### config.mk
export PLATFORM = sky130hd
export DESIGN_NAME = shift_seq_ctrl
export DESIGN_NICKNAME = d
export VERILOG_FILES = /design/src/rtl/shift_seq_pkg.sv /design/src/rtl/lr_shift_core.sv /design/src/rtl/shift_seq_ctrl.sv
export SDC_FILE = /design/constraint.sdc
export NUM_CORES = 1
export LEC_CHECK = 0
export BUFFER_PORTS_ARGS = -buffer_cell sky130_fd_sc_hd__buf_2
export CAP_MARGIN = 15
export CORE_ASPECT_RATIO = 0.8
export CORE_UTILIZATION = 40
export CTS_BUF_LIST = sky130_fd_sc_hd__clkbuf_4
export CTS_CLUSTER_DIAMETER = 40
export CTS_CLUSTER_SIZE = 25
export DETAILED_ROUTE_END_ITERATION = 8
export GPL_TIMING_DRIVEN = 0
export MAX_ROUTING_LAYER = met4
export PLACE_DENSITY = 0.66
export SLEW_MARGIN = 20
export SYNTH_ARGS = -nofsm -noshare
export SYNTH_HDL_FRONTEND = slang
export SYNTH_HIERARCHICAL = 1
export SYNTH_SLANG_ARGS = --single-unit
### constraint.sdc
create_clock -name clk -period 3.4 [get_ports clk]
set_input_delay 1.02 -clock clk [delete_from_list [all_inputs] [get_ports clk]]
set_output_delay 1.02 -clock clk [all_outputs]
set_load 0.01 [all_outputs]
### src/rtl/shift_seq_pkg.sv
// Shared types and constants for the shift sequencing controller.
// Imported by lr_shift_core and shift_seq_ctrl.
package shift_seq_pkg;

    typedef enum logic [1:0] {
        IDLE  = 2'd0,
        SHIFT = 2'd1,
        DONE  = 2'd2
    } state_t;

    localparam logic DIR_LEFT  = 1'b0;
    localparam logic DIR_RIGHT = 1'b1;

endpackage

### src/rtl/lr_shift_core.sv
// Enabled bidirectional shift register with parallel load.
// Load has priority over shift; left shifts MSB out, right shifts LSB out.
module lr_shift_core
    import shift_seq_pkg::*;
#(
    parameter int WIDTH = 8
) (
    input  logic             clk,
    input  logic             rst_n,
    input  logic             load,
    input  logic [WIDTH-1:0] load_data,
    input  logic             shift_en,
    input  logic             dir,
    input  logic             serial_in,
    output logic [WIDTH-1:0] q,
    output logic             msb_out,
    output logic             lsb_out
);

    // NOTE: sequential state uses <= so every flop samples pre-edge values;
    // blocking here would let one register see another's new value.
    always_ff @(posedge clk or negedge rst_n) begin
        if (!rst_n) begin
            q <= '0;
        end else if (load) begin
            q <= load_data;
        end else if (shift_en) begin
            if (dir == DIR_RIGHT) q <= {serial_in, q[WIDTH-1:1]};
            else                  q <= {q[WIDTH-2:0], serial_in};
        end
    end

    assign msb_out = q[WIDTH-1];
    assign lsb_out = q[0];

endmodule

### src/rtl/shift_seq_ctrl.sv
// Sequencing controller: accepts a word, runs WIDTH shift cycles, returns the
// captured word. Optional macro SHIFT_PAUSE_EN adds a 'pause' input that stalls SHIFT.
module shift_seq_ctrl
    import shift_seq_pkg::*;
#(
    parameter int WIDTH = 8
) (
    input  logic             clk,
    input  logic             rst_n,
    input  logic             start_valid,
    output logic             start_ready,
    input  logic             dir,
    input  logic [WIDTH-1:0] load_data,
    input  logic             serial_in,
    output logic             serial_out,
    output logic             shift_en,
    output logic             busy,
    output logic             done_valid,
    input  logic             done_ready,
`ifdef SHIFT_PAUSE_EN
    input  logic             pause,
`endif
    output logic [WIDTH-1:0] rx_data
);

    localparam int CNT_W = $clog2(WIDTH);
    localparam logic [CNT_W-1:0] CNT_LAST = CNT_W'(WIDTH - 1);

    state_t           state, state_nxt;
    logic [CNT_W-1:0] cnt;
    logic             dir_q;
    logic             accept;
    logic             stalled;
    logic             shift_go;
    logic [WIDTH-1:0] core_q;
    logic             core_msb, core_lsb;

`ifdef SHIFT_PAUSE_EN
    assign stalled = pause;
`else
    assign stalled = 1'b0;
`endif

    assign accept   = (state == IDLE) && start_valid;
    assign shift_go = (state == SHIFT) && !stalled;

    always_ff @(posedge clk or negedge rst_n) begin
        if (!rst_n) state <= IDLE;
        else        state <= state_nxt;
    end

    // NOTE: every variable assigned in always_comb gets a default first so no
    // path leaves it unassigned, which would otherwise infer a latch.
    always_comb begin
        state_nxt = state;
        case (state)
            IDLE:    if (start_valid) state_nxt = SHIFT;
            SHIFT:   if (shift_go && cnt == CNT_LAST) state_nxt = DONE;
            DONE:    if (done_ready) state_nxt = IDLE;
            default: state_nxt = IDLE;
        endcase
    end

    // Counter saturates at the last bit so it never wraps or exceeds WIDTH-1.
    always_ff @(posedge clk or negedge rst_n) begin
        if (!rst_n) begin
            cnt   <= '0;
            dir_q <= DIR_LEFT;
        end else if (accept) begin
            cnt   <= '0;
            dir_q <= dir;
        end else if (shift_go && cnt != CNT_LAST) begin
            cnt <= cnt + 1'b1;
        end
    end

    always_comb begin
        start_ready = 1'b0;
        shift_en    = 1'b0;
        busy        = 1'b0;
        done_valid  = 1'b0;
        serial_out  = 1'b0;
        case (state)
            IDLE:  start_ready = 1'b1;
            SHIFT: begin
                shift_en   = shift_go;
                busy       = 1'b1;
                serial_out = (dir_q == DIR_RIGHT) ? core_lsb : core_msb;
            end
            DONE: begin
                busy       = 1'b1;
                done_valid = 1'b1;
            end
            default: ;
        endcase
    end

    lr_shift_core #(.WIDTH(WIDTH)) u_core (
        .clk       (clk),
        .rst_n     (rst_n),
        .load      (accept),
        .load_data (load_data),
        .shift_en  (shift_go),
        .dir       (dir_q),
        .serial_in (serial_in),
        .q         (core_q),
        .msb_out   (core_msb),
        .lsb_out   (core_lsb)
    );

    assign rx_data = core_q;

endmodule
==> summary.md, run 1 <==
| Metric | Value |
|---|---|
| Outcome | finished clean |
| # diodes | 0 |
| CTS Buffer Depth | 2 |
| Syn Nets | 100 |
| Worst min-delay path class | reg2reg |
| First-pass GRT wire length | 2850 um |
| # hold bufs at CTS | 0 |
| Max FO, Critical Path | 13 |
| Max VDD drop | 0.510 mV |
| Period minus WS final | 2.54 ns |
| Via count | 688 |
| Post-route ant nets | 0 |
| Max Fclk | 394 MHz |
| Dominant cells by area after synthesis | dfrtp_1 (40%), mux2i_1 (10%), ha_1 (8.5%) |
| GRT overflow | 0 |
| IO buf count | 26 |
| Seq/Total Area, Yosys | 39.7% |
| Layout Cells excl Fill | 133 |
| DRT iter0 DRCs | 14 |
| Wire length per cell | 13.2 um |
| Final Wtd Congestion | 0.736 |
| Post-CTS Resized | 0 |
| GRT Total Usage | 17.4% |
| Reg-to-reg startpoint | state[0] |
| Startpoint types | flip-flop |
| Layout Skew | 0.000740 ns |
| Library cells used by synthesis | 23 |
| Maxcap violations | 0 |
| Cell depth of the worst hold path | 2 |
| Synth area leader | dfrtp_1 |
| Final setup viols | 0 |
| Share of cells above drive strength 1 | 44.0% |
| CTS Buf Count | 3 |
| Crit path to | serial_out |
| Critical path type | reg2out |
| Crit path largest cell delay | 0.41 ns |
| Worst R2R End | u_core/q[3] |
| Post-synth top area share | 39.7% |
| Die Wd | 54.5 um |
| RSZ-0062 raised after global routing | no |
| Starting density of the core | 44.6% |
| Fin Setup TNS | 0 ns |
| Synth Register Bits | 14 |
| Syn Inst Count | 80 |
| Critical Path, Cell by Cell | inv_1 -> ha_1 -> nor2b_1 -> buf_2 |
| Least-Margin Pin Slew | 0.375 ns |
| Row count | 14 |
| DRC Markers | 0 |
| P&R area growth vs syn | 20.7% |
| Critical Path Sink Type | output pin |
| CTS tree | yes |
| Largest net degree at the start of global routing | 15 |
| Synth Cell Area | 883 um2 |
| H-Tree Level Count | 1 |
| Min-delay src | cnt[2] |
| CP arrival | 1.52 ns |
| Leakage | 0.548 nW |
| Fraction of the cycle the final worst path needs | 74.6% |
| Ports | 27 |
| Post-CTS setup buffer count | 0 |
| Avg Cell Area, Syn | 11.0 um2 |
| Critical Path RT | 2.38 ns |
| Post-DP HPWL | 1300 um |
| Final Hold Violating Endpoints | 0 |
| Relative slew slack | 75.0% |
| Initial antenna violation count | 0 |
| Min Hold Slack | 0.532 ns |
| Die Height | 44.0 um |
| Worst Setup SP | state[1] |
| TritonCTS sink count | 14 |
| DIE AREA | 2400 um2 |
| Final Core Density | 53.9% |
| Vias in the first global route | 644 |
| Nets@finish | 131 |
| R2R cell count | 7 |
| Vias per inst | 5.17 |
| Root Driver | clkbuf_4 |
| Placed Cells incl. Taps | 130 |
| PD cells | 931 nW/um2 |
| Internal reg-to-reg setup slack | 1.58 ns |
| Clk_lat worst skew | 0.27 ns |
| Core ar. | 1980 um2 |
| Synth warnings | 6 |
| Crit-path slowest cell | dfrtp_1 |
| Worst-path clk slew | 0.08 ns |
| DR pass1 iterations | 4 |
| Count of final max-slew check failures | 0 |
| Total Wirelength | 1750 um |
[state kept, by name (all words and copies together), names as in the netlist]
register  count
state         2
cnt           3
dir_q         1
u_core/q      8
[cells in the final DEF (no fill, tap or decap)]
master    instances
buf_2            29
dfrtp_1          14
nand2_1          12
mux2i_1           9
ha_1              6
or3b_2            6
o211ai_1          6
inv_1             4
clkbuf_4          3
mux2_2            2
a21oi_1           2
or3b_1            2
o211ai_2          2
buf_4             2
and2_1            1
nor2b_1           1
mux2_4            1
nor2b_4           1
a221oi_4          1
or2b_1            1
xnor2_1           1
nor2_1            1
nand2b_1          1
buf_6             1
[how the worst min path moves through the flow]
stage                   to
floorplan           cnt[1]
global placement    cnt[2]
detailed placement  cnt[2]
CTS                 cnt[2]
global route        cnt[1]
finish              cnt[2]
[routing by layer]
layer	vias to the layer above	track usage, %	wire (um)
met5	-	-	0
met4	0	3.08	4
met3	2	7.56	95
met2	17	25.6	796
met1	331	22.4	856
li1	338	-	-
[synthesized netlist by cell type]
master / n
o211ai_1: 6
or2b_1: 1
buf_2: 3
nand2_1: 12
mux2_4: 1
or3b_1: 2
and2_1: 1
nand2b_1: 1
buf_4: 2
nor2b_4: 1
buf_6: 1
xnor2_1: 1
a21oi_1: 2
mux2_2: 2
ha_1: 6
nor2b_1: 1
nor2_1: 1
inv_1: 4
o211ai_2: 2
dfrtp_1: 14
mux2i_1: 9
a221oi_4: 1
or3b_2: 6
[area by class of cell]
class	instances	area (um2)
clock buffers	3	22.5
well taps	24	30.0
fillers	199	913
plain buffers	6	41.3
multi-input cells	56	477
flip-flops and latches	14	350
repair buffers	26	130
inverters	4	15.0
[kinds of logic (layout without fill, tap and decap cells)]
kind of cell	after synthesis	in the layout	share of synthesized area, %
XOR/XNOR	1	1	0.992
flip-flops	14	14	39.7
AO/OA/AOI/OAI	11	11	12.0
AND/OR/NAND/NOR	26	26	18.0
buffers and inverters	10	39	6.37
multiplexers	12	12	14.4
adder cells (fa/ha/maj)	6	6	8.50
[critical path: cells and delay by family (launching register included)]
kind	cells	cell delay, ns
flops	1	0.41
fa+ha+maj	1	0.40
buf+inv	2	0.25
simple gates	1	0.18
[power breakdown]
group / internal, mW / switching [mW] / leakage (nW)
combinational: 0.302 / 0.282 / 0.358
sequential: 0.244 / 0.0715 / 0.176
clock: 0.0410 / 0.0517 / 0.0138
[stage by stage]
step                      power [mW]  worst slack [ns]  area [um2]
after floorplan                0.747              1.33         883
after global placement         0.892              1.19        1040
after detailed placement       0.907              1.15        1040
after CTS                       1.00             0.850        1070
after global routing            1.07             0.750        1070
final                          0.993             0.865        1070
Power figures use the tool's default switching activity.
==> inputs of run 2 (changes only) <==
--- a/config.mk
+++ b/config.mk
@@ -15,7 +15,7 @@
 export DETAILED_ROUTE_END_ITERATION = 8
 export GPL_TIMING_DRIVEN = 0
 export MAX_ROUTING_LAYER = met4
-export PLACE_DENSITY = 0.66
+export PLACE_DENSITY = 0.68
 export SLEW_MARGIN = 20
 export SYNTH_ARGS = -nofsm -noshare
 export SYNTH_HDL_FRONTEND = slang
==> constraint.sdc (replaced) <==
create_clock -name clk -period 2 [get_ports clk]
set_input_delay 0.6 -clock clk [delete_from_list [all_inputs] [get_ports clk]]
set_output_delay 0.6 -clock clk [all_outputs]
set_load 0.01 [all_outputs]
==> summary.md, run 2 (synthesis results as in run 1) <==
| Metric | Value |
|---|---|
| Max FO, Critical Path | 12 (was 13) |
| Wire length per cell | 13.4 um (was 13.2 um) |
| Share of cells above drive strength 1 | 45.9% (was 44.0%) |
| Critical path type | reg2reg (was reg2out) |
| Ports | 27 (unchanged) |
| Die Height | 44.0 um (unchanged) |
| P&R area growth vs syn | 25.2% (was 20.7%) |
| Post-DP HPWL | 1340 um (was 1300 um) |
| Max Fclk | 541 MHz |
| Period minus WS final | 1.85 ns |
| Largest net degree at the start of global routing | 15 (unchanged) |
| IO buf count | 26 (unchanged) |
| Worst min-delay path class | in2async (was reg2reg) |
| H-Tree Level Count | 1 (unchanged) |
| Max reg flops | 8 (unchanged) |
| Fraction of the cycle the final worst path needs | 92.5% |
| Least-Margin Pin Slew | 0.316 ns (was 0.375 ns) |
| Final Core Density | 55.9% (was 53.9%) |
| Fin Setup TNS | 0 ns (unchanged) |
| Layout Skew | 0.00261 ns (was 0.000740 ns) |
| Pwr Total | 1.77 mW (was 0.993 mW) |
| Nets@finish | 133 (was 131) |
| Commonest non-fill, non-tap cell in the layout | buf_2 (unchanged) |
| Vias per inst | 5.01 (was 5.17) |
| CTS Buffer Depth | 2 (unchanged) |
| PD cells | 1600 nW/um2 (was 931 nW/um2) |
| Vias in the first global route | 662 (was 644) |
| Critical Path RT | 2.20 ns (was 2.38 ns) |
| Critical Path Sink Type | flip-flop (was output pin) |
| Fill count | 189 (was 199) |
| Largest Register | u_core/q (unchanged) |
| Startpoint types | flip-flop (unchanged) |
| Core ar. | 1980 um2 (unchanged) |
| # diodes | 0 (unchanged) |
| Worst-path clk slew | 0.08 ns (about the same) |
| Regs by FF count | u_core/q (8), cnt (3), state (2) (unchanged) |
| DRC Markers | 0 (unchanged) |
| Total Wirelength | 1810 um (was 1750 um) |
| Max VDD drop | 0.933 mV (was 0.510 mV) |
| # hold bufs at CTS | 0 (unchanged) |
| Leakage | 0.562 nW (was 0.548 nW) |
| Worst slack at placement | 0.188 ns (was 1.15 ns) |
| Clk_lat worst skew | 0.27 ns (about the same) |
| Starting density of the core | 44.6% (unchanged) |
| First-pass GRT wire length | 2940 um (was 2850 um) |
| TritonCTS sink count | 14 (unchanged) |
| CTS tree | yes (unchanged) |
| Final WS setup | 0.151 ns (was 0.865 ns) |
| Die Wd | 54.5 um (unchanged) |
| Final Hold Violating Endpoints | 0 (unchanged) |
| R2R cell count | 7 (unchanged) |
| CP arrival | 2.05 ns (was 1.52 ns) |
| Count of final max-slew check failures | 0 (unchanged) |
| Outcome | finished clean (unchanged) |
| Final setup viols | 0 (unchanged) |
| Relative slew slack | 78.9% (was 75.0%) |
| DIE AREA | 2400 um2 (unchanged) |
| Leading cell types in the layout, fill and taps excluded | buf_2 (29), dfrtp_1 (14), nand2_1 (12), mux2i_1 (9) (unchanged) |
| DRT iter0 DRCs | 4 (was 14) |
| Via count | 677 (was 688) |
| Final Wtd Congestion | 0.745 (was 0.736) |
| GRT Total Usage | 18.3% (was 17.4%) |
| Maxcap violations | 0 (unchanged) |
| Root Driver | clkbuf_4 (unchanged) |
| GRT overflow | 0 (unchanged) |
| Row count | 14 (unchanged) |
| CTS Buf Count | 3 (unchanged) |
| DR pass1 iterations | 2 (was 4) |
| RSZ-0062 raised after global routing | no (unchanged) |
| Initial antenna violation count | 0 (unchanged) |
| Post-route ant nets | 0 (unchanged) |
## run 2: layout make-up
cell class                      instances  area [um2]  area share [%]
Multi-Input combinational cell         56         489            44.2
Sequential cell                        14         350            31.7
Timing Repair Buffer                   28         158            14.3
Buffer                                  6        41.3            3.73
Tap cell                               24        30.0            2.71
Clock buffer                            3        22.5            2.04
Inverter                                4        15.0            1.36
## run 2: path summary, 6_finish.rpt
path,from,endpoint,slack [ns]
min,rst_n,u_core/q[3],0.21
max reg2reg,state[0],u_core/q[3],0.15
min reg2reg,cnt[2],cnt[2],0.53
max,state[0],u_core/q[3],0.15
min in group clk,load_data[2],u_core/q[2],0.53
max in group asynchronous,rst_n,u_core/q[6],1.55
## run 2: timing repair
action,4_1_cts,5_1_grt
setup buffers,0,2
gates resized for setup,2,0
endpoints found under the setup margin,2,1
endpoints found under the hold margin,0,0
## run 2: worst max-delay path, cell delays in order, from the launching register on
cell	delay (ns)
dfrtp_1	0.44
inv_1	0.09
ha_1	0.26
and2_1	0.17
buf_2	0.19
buf_6	0.16
or3b_1	0.38
o211ai_2	0.08
## run 2: stage by stage
| step | instance area [um2] | hold WS [ns] | std cells |
|---|---|---|---|
| CTS | 1080 | 0.219 | 133 |
| global placement | 1040 | 0.515 | 130 |
| floorplan | 883 | 0.304 | 80 |
| finish | 1110 | 0.208 | 135 |
| detailed placement | 1040 | 0.518 | 130 |
| global route | 1110 | 0.219 | 135 |
## run 2: report_power, final
part           internal (mW)  switching (mW)  leakage [nW]
logic                  0.575           0.502         0.372
clock network         0.0697          0.0843        0.0138
registers              0.416           0.122         0.176
total                   1.06           0.708         0.562
## run 2: layer usage
layer | vias up | track usage [%] | share of wire, %
met5 | - | - | 0
met4 | 0 | 3.08 | 0.66
met3 | 2 | 7.22 | 3.8
met2 | 11 | 27.3 | 46
met1 | 325 | 23.7 | 50
li1 | 339 | - | -
